## src/rtl/ffo_position_decoder.sv

```systemverilog
// rtl/ffo_position_decoder.sv - rebuilds an N-bit vector from a stream of FFO (valid, position) beats
//
// Purpose:
//   Each accepted beat with in_v=1 sets bit in_p of an accumulator. A beat
//   with in_last=1 closes the frame. The rebuilt word, the number of
//   positioned beats and a duplicate flag are then presented on a
//   valid/ready output register. Index 0 of every vector is the first
//   (most-significant) position, matching the find-first-one encoder.
//
// Ports:
//   clk        in   clock, rising edge
//   rst_n      in   asynchronous active-low reset
//   in_valid   in   input beat valid
//   in_ready   out  beat can be accepted this cycle
//   in_v       in   FFO valid bit (0: beat carries no position)
//   in_p       in   FFO position, 0..N-1
//   in_last    in   final beat of the frame
//   out_valid  out  rebuilt frame available
//   out_ready  in   consumer accepts the frame
//   out_word   out  rebuilt vector, [0] is the first position
//   out_count  out  positioned beats in the frame, saturating
//   out_dup    out  some position arrived while already set

module ffo_position_decoder #(
    parameter  int N  = 32,
    localparam int PW = $clog2(N),
    localparam int CW = $clog2(N) + 1
) (
    input  logic          clk,
    input  logic          rst_n,
    input  logic          in_valid,
    output logic          in_ready,
    input  logic          in_v,
    input  logic [PW-1:0] in_p,
    input  logic          in_last,
    output logic          out_valid,
    input  logic          out_ready,
    output logic [0:N-1]  out_word,
    output logic [CW-1:0] out_count,
    output logic          out_dup
);

    typedef enum logic {
        ST_ACC  = 1'b0,
        ST_HOLD = 1'b1
    } state_t;

    localparam logic [CW-1:0] CNT_MAX = {CW{1'b1}};

    state_t        state_q,     state_d;
    logic [0:N-1]  acc_q,       acc_d;
    logic [CW-1:0] cnt_q,       cnt_d;
    logic          dup_q,       dup_d;
    logic          out_valid_q, out_valid_d;
    logic [0:N-1]  out_word_q,  out_word_d;
    logic [CW-1:0] out_count_q, out_count_d;
    logic          out_dup_q,   out_dup_d;

    logic          accept;
    logic [0:N-1]  onehot;
    logic [0:N-1]  acc_next;
    logic [CW-1:0] cnt_next;
    logic          dup_next;

    // Ready depends only on state and out_ready: in HOLD a beat may enter on
    // the same edge the pending frame is handshaken, never earlier.
    assign in_ready = (state_q == ST_ACC) | out_ready;
    assign accept   = in_valid & in_ready;

    always_comb begin
        onehot       = '0;
        onehot[in_p] = 1'b1;
    end

    // Frame contents as they would be after absorbing the current beat.
    // A beat without a position leaves everything untouched.
    always_comb begin
        acc_next = acc_q;
        cnt_next = cnt_q;
        dup_next = dup_q;
        if (in_v) begin
            acc_next = acc_q | onehot;
            cnt_next = (cnt_q == CNT_MAX) ? cnt_q : cnt_q + CW'(1);
            dup_next = dup_q | acc_q[in_p];
        end
    end

    always_comb begin
        state_d     = state_q;
        acc_d       = acc_q;
        cnt_d       = cnt_q;
        dup_d       = dup_q;
        out_valid_d = out_valid_q;
        out_word_d  = out_word_q;
        out_count_d = out_count_q;
        out_dup_d   = out_dup_q;

        // The pending frame leaves on this edge; a closing beat below may
        // immediately refill the output register.
        if (state_q == ST_HOLD && out_ready) begin
            out_valid_d = 1'b0;
            state_d     = ST_ACC;
        end

        if (accept) begin
            if (in_last) begin
                out_word_d  = acc_next;
                out_count_d = cnt_next;
                out_dup_d   = dup_next;
                out_valid_d = 1'b1;
                acc_d       = '0;
                cnt_d       = '0;
                dup_d       = 1'b0;
                state_d     = ST_HOLD;
            end else begin
                acc_d = acc_next;
                cnt_d = cnt_next;
                dup_d = dup_next;
            end
        end
    end

    always_ff @(posedge clk or negedge rst_n) begin
        if (!rst_n) begin
            state_q     <= ST_ACC;
            acc_q       <= '0;
            cnt_q       <= '0;
            dup_q       <= 1'b0;
            out_valid_q <= 1'b0;
            out_word_q  <= '0;
            out_count_q <= '0;
            out_dup_q   <= 1'b0;
        end else begin
            state_q     <= state_d;
            acc_q       <= acc_d;
            cnt_q       <= cnt_d;
            dup_q       <= dup_d;
            out_valid_q <= out_valid_d;
            out_word_q  <= out_word_d;
            out_count_q <= out_count_d;
            out_dup_q   <= out_dup_d;
        end
    end

    assign out_valid = out_valid_q;
    assign out_word  = out_word_q;
    assign out_count = out_count_q;
    assign out_dup   = out_dup_q;

endmodule

```

## config.mk

```make
export PLATFORM = sky130hd
export DESIGN_NAME = ffo_position_decoder
export DESIGN_NICKNAME = d
export VERILOG_FILES = /design/src/rtl/ffo_position_decoder.sv
export SDC_FILE = /design/constraint.sdc
export NUM_CORES = 1
export LEC_CHECK = 0
export CORE_MARGIN = 2
export CORE_UTILIZATION = 63
export DETAILED_ROUTE_END_ITERATION = 8
export DONT_BUFFER_PORTS = 1
export PLACE_DENSITY_LB_ADDON = 0.25
export REMOVE_ABC_BUFFERS = 1
export SLEW_MARGIN = 25
export SYNTH_ARGS = -nofsm -noshare
export SYNTH_HDL_FRONTEND = slang
export SYNTH_SLANG_ARGS = --single-unit
```

## constraint.sdc

```tcl
create_clock -name clk -period 2 [get_ports clk]
set_input_delay 0 -clock clk [delete_from_list [all_inputs] [get_ports clk]]
set_output_delay 0 -clock clk [all_outputs]
set_load 0.1 [all_outputs]
```

# Word level (Yosys, flattened, before mapping)
# Index checks and enable logic that the tools add are counted.
[classes] reduce_logical=3 eq_ne=1 n_lt_le_gt_ge=2 muxes=18 addsub=1 n_bitwise=6
[ops] cell="$mux W32" n=2
[ops] cell="$or A32 B32 Y32" n=1
[ops] cell="$mux W6" n=3
[ops] cell="$mux W1" n=11
[ops] cell="$add A6 B1 Y6 const B" n=1
[ops] cell="$eq A6 B6 Y1 const B" n=1
[ops] cell="$ge A6 B6 Y1 const B" n=1
[ops] cell="$lt A6 B1 Y1 const B" n=1
[ops] cell="$not A5 Y6" n=1
[ops] cell="$bmux W1 S5" n=1
[ops] cell="$demux W1 S5" n=1
[ops] cell="$logic_and A1 B1 Y1" n=2
[ops] cell="$or A1 B1 Y1" n=2
[ops] cell="$reduce_and A2 Y1" n=1
[ops] cell="$and A1 B1 Y1" n=1
[ops] cell="$not A1 Y1" n=1
[totals] inputBits=11 elab_cells=39 reg_bits=80 out_inout_bits=41

# Longest topological paths before layout
[depth] depth_word=8 mapped_depth=8

# Least setup slack after synthesis
# No wires, ideal clock.
[synth_path] path_kind="register -> register" startpoint="reg state_q" endpoint="reg acc_q[13] (netlist bit)" stages_incl_launch_ff=7 path_slack_ns=-0.479 path_buffers=1 setup_ns=0.073 arrival_time_ns=2.406 path_cell_list="dfrtp_1 nand2b_1 clkbuf_1 nand2_2 nor3_1 a21oi_1 nor2_1"
[synth_via] elab_chain_len=3
[synth_rtl] item="start, declared" line="50" rtl="state_t state_q, state_d;"
[synth_rtl] item="start signal, assigned" line="134" rtl="state_q <= state_d;"
[synth_rtl] item="$not A1 Y1" line="67" rtl="assign in_ready = (state_q == ST_ACC) | out_ready;"
[synth_rtl] item="$or A1 B1 Y1" line="67"
[synth_rtl] item="named net in_ready" line="32" rtl="output logic in_ready,"
[synth_rtl] item="$and A1 B1 Y1" line="68" rtl="assign accept = in_valid & in_ready;"
[synth_rtl] item="end signal, assigned" line="126" rtl="acc_q <= '0;"
[synth_rtl] item="end signal, assigned" line="135" rtl="acc_q <= acc_d;"
[synth_rtl] item="end, declared" line="51" rtl="logic [0:N-1] acc_q, acc_d;"
# The timed path passes the listed nets, and every way through them passes these cells.
# A chain may end at the register's enable or synchronous reset.

# Final worst setup path
[layout_path] startpoint="reg acc_q[31] (netlist bit)" endpoint="reg out_dup_q, in the netlist out_dup"
[layout_via] elab_chain_len=5
[layout_rtl] item="$bmux W1 S5" line="84" rtl="dup_next = dup_q | acc_q[in_p];"
[layout_rtl] item="$mux W1 (implied by the code) (2 in a row)" line="84"
[layout_rtl] item="$or A1 B1 Y1" line="84"
[layout_rtl] item="$mux W1" line="81" rtl="if (in_v) begin"
[layout_rtl] item="end signal, assigned" line="141" rtl="out_dup_q <= out_dup_d;"
[layout_rtl] item="end, declared" line="57" rtl="logic out_dup_q, out_dup_d;"
# Every way passes these cells. The select of a mux whose other input is x is not followed.

==> impl_metrics.env <==
export IMPL_post_synth_inst_count=379
export IMPL_asyncSetResetFlopFracSynth=1.00
export IMPL_netSwitchingFraction=0.410
export IMPL_power_per_cell_area_nw_per_um2=1070
export IMPL_synth_top_family_by_area="compound AO/OA/AOI/OAI gates"
export IMPL_mux_share_of_post_synthesis_cell_area=0.0506
export IMPL_timing_worst_slew_pin_value_ns=0.836
export IMPL_gr_usage_all_layers=0.284
export IMPL_clkTransAtPathRegs_ns=0.08
export IMPL_detailed_place_area_um2=3910
export IMPL_final_layout_size_suffix_gt1_frac=0.169
export IMPL_post_place_cells=469
export IMPL_critical_path_n_buffers_inverters=0
export IMPL_critPathKind="register to register"
export IMPL_achievable_frequency_mhz=556
export IMPL_crit_arrival_ns=2.03
export IMPL_count_of_flip_flops_with_a_built_in_enable_after_synthesis=0
export IMPL_crit_path_start_kind="register"
export IMPL_grt_pass1_wl_mm=13.7
export IMPL_dp_hpwl_mm=5.14
export IMPL_drc=0
export IMPL_final_period_utilization=0.898
export IMPL_core_rowCount=27
export IMPL_clock_tree_htree_level_count=3
export IMPL_critical_path_top_delay_family="multiplexers"
export IMPL_ant_nets=0
export IMPL_io_pin_count=52
export IMPL_initial_standard_cell_utilization_of_the_core=0.651
export IMPL_design_core_area_um2=5510
export IMPL_netlist_top_cell_by_area="dfrtp_1"
export IMPL_cts_root_buffer="clkbuf_8"
export IMPL_tritoncts="done"
export IMPL_area_growth_syn_to_layout_pct=17.2
export IMPL_drv_cap=0
export IMPL_clkSinkCount=80
export IMPL_worstSkewPairLatency_ns=0.35
export IMPL_nNetsFinal=429
export IMPL_post_synth_num_cell_types=43
export IMPL_avgSynthCellArea_um2=9.45
export IMPL_timing_critical_path_fanout_max=3
export IMPL_seq_power_share=0.405
export IMPL_yosys_warnings=0
export IMPL_finalClockSkew_ns=0.00895
export IMPL_cp_required_ns=2.23
export IMPL_timing_final_max_slew_violations=0
export IMPL_post_route_util=0.763
export IMPL_cellInternalPower_w=0.00266
export IMPL_yosysMostFrequentCell="a21oi_1"
export IMPL_final_hold_fails=0
export IMPL_cellLeakagePower_nw=1.97
export IMPL_routedWlPerCell_um=16.5
export IMPL_vdd_ir_drop_worst_v=0.000724
export IMPL_numCtsBuffers=9
export IMPL_globalplace_congestion=0.820
export IMPL_grt_start_max_net_pins=81
export IMPL_synth_top_cell_area_share=0.559
export IMPL_first_global_vias=2819
export IMPL_timing_max_slew_rel_slack=0.441
export IMPL_die_w_um=79.4
export IMPL_comb_power_share=0.338
export IMPL_synth_compound_area_share=0.182
export IMPL_fin_area_um2=4200
export IMPL_total_wire_length_after_detailed_routing_mm=8.14
export IMPL_dieHeight_um=79.4
export IMPL_synth_seq_cells=80
export IMPL_dieArea_um2=6310
export IMPL_post_synth_xor_area_fraction=0.00244
export IMPL_yosys_area_share_adder=0.00349
export IMPL_outcome="finished, final reports clean"
export IMPL_rsz0062_at_grt="false"
export IMPL_drtIter0Drc=253
export IMPL_grt_ovfl_total=0
export IMPL_ys_seq_area_frac=0.559
export IMPL_drt_vias_per_instance=5.92
export IMPL_post_route_min_period_ns=1.80
export IMPL_standard_cell_with_the_maximum_stage_delay_on_the_critical_path="mux4_2"
export IMPL_dominant_synthesized_flop_cell="dfrtp_1"
export IMPL_power_frac_clock=0.257
export IMPL_timing_critical_path_slowest_cell_delay_ns=0.48
export IMPL_cts_root_to_sink_buffers=2
export IMPL_ys_top_cells_by_count="a21oi_1, dfrtp_1, nor2_1, nand2_1, clkbuf_1"
export IMPL_synth_top_cells_by_area="dfrtp_1, a21oi_1, nor2_1"
export IMPL_final_cells=493
export IMPL_net_switching_power_of_the_design_w=0.00185
export IMPL_crit_path_cell_trace="mux4_2 -> and2_0 -> o311a_1 -> nor3_2 -> o21ai_1"
export IMPL_num_vias=2920
export IMPL_port_buffer_count=0
export IMPL_detail_route_first_pass_iterations=5
export IMPL_antenna_violations_before_repair=0
export IMPL_post_synth_instance_area_um2=3580
export IMPL_setup_worst_path_end_class="register"
export IMPL_antenna_cells_inserted=0
export IMPL_num_fill_cells=396
export IMPL_cts_resized_gates=0
export IMPL_synthesized_area_fraction_occupied_by_and_or_nand_nor_cells=0.167
export IMPL_timing_hold_worst_class="primary input to register"
export IMPL_setup_violators_final=0
[metal layers]
metal	track usage	share of wire	vias up
met5	0	0	-
met4	0.110	0.020	0
met3	0.0735	0.086	16
met2	0.414	0.46	123
met1	0.414	0.43	1387
li1	-	-	1394
[sequential cells by signal (all words and copies together), names as in the netlist]
signal / count
acc_q: 32
out_word: 32
cnt_q: 6
out_count: 6
dup_q: 1
out_dup: 1
out_valid: 1
state_q: 1
[cell usage in the layout (no fill, tap or decap), types with 3 or more instances in the layout]
cell,count
a21oi_1,102
and3_1,5
buf_4,44
clkbuf_8,10
clkinv_2,3
dfrtp_1,80
dlygate4sd3_1,8
inv_1,3
mux2i_1,8
mux4_2,4
nand2_1,20
nand2b_1,3
nand3_1,4
nor2_1,79
o21ai_0,7
o31ai_1,3
[cells by family after synthesis]
kind of cell    after synthesis
simple gates                131
mux                          13
compound gates              123
buf+inv                      30
flops                        80
fa+ha+maj                     1
xor+xnor                      1
[through the flow]
step           setup TNS [ns]  power [W]  setup slack (ns)  hold slack, ns
2_1_floorplan          -97.87    0.00303             -1.64          -0.296
3_3_place_gp                0    0.00330             0.250          -0.294
3_5_place_dp                0    0.00333             0.219          -0.294
4_1_cts                     0    0.00452             0.199          0.0102
5_1_grt                     0    0.00467             0.148          0.0370
6_report                    0    0.00450             0.203          0.0164
[path summary, 6_finish.rpt]
path | start | to | slack [ns] | cells past startpoint
setup / recovery | acc_q[31]$_DFFE_PN0P_ | out_dup$_DFFE_PN0P_ | 0.20 | 5
hold / removal | in_p[2] | out_dup$_DFFE_PN0P_ | 0.02 | 3
setup reg to reg | acc_q[31]$_DFFE_PN0P_ | out_dup$_DFFE_PN0P_ | 0.20 | 5
hold reg to reg | out_valid$_DFF_PN0_ | out_valid$_DFF_PN0_ | 0.48 | 2
max in group asynchronous | rst_n | acc_q[14]$_DFFE_PN0P_ | 1.48 | 2
min in group asynchronous | rst_n | cnt_q[3]$_DFFE_PN0P_ | 0.19 | 2
[what timing repair did]
| action | CTS | global route |
|---|---|---|
| hold buffers | 9 | 0 |
| buffers inserted | 0 | 0 |
| hold endpoints to repair | 108 | 0 |
[layout make-up]
| cell class | count | area (µm²) | share of cell area |
|---|---|---|---|
| flip-flops and latches | 80 | 2000 | 0.477 |
| multi-input cells | 269 | 1450 | 0.346 |
| repair buffers | 54 | 458 | 0.109 |
| clock buffers | 11 | 141 | 0.0337 |
| well taps | 72 | 90.1 | 0.0215 |
| clock inverters | 4 | 45.0 | 0.0107 |
| inverters | 3 | 11.3 | 0.00268 |
[worst reg2reg max path, delay by kind of cell (launching register included)]
| kind | cells | cell delay [ns] |
|---|---|---|
| flip-flops | 1 | 0.39 |
| AND/OR/NAND/NOR | 2 | 0.38 |
| multiplexers | 1 | 0.48 |
| AO/OA/AOI/OAI | 2 | 0.42 |
[power by group through the flow]
stage                     clock network (W)  registers (W)  logic [W]
after floorplan                           0        0.00278   0.000251
after global placement                    0        0.00185    0.00145
after detailed placement                  0        0.00186    0.00147
after CTS                           0.00117        0.00182    0.00153
after global routing                0.00123        0.00184    0.00160
final                               0.00116        0.00182    0.00152
Power figures use the tool's default switching activity.
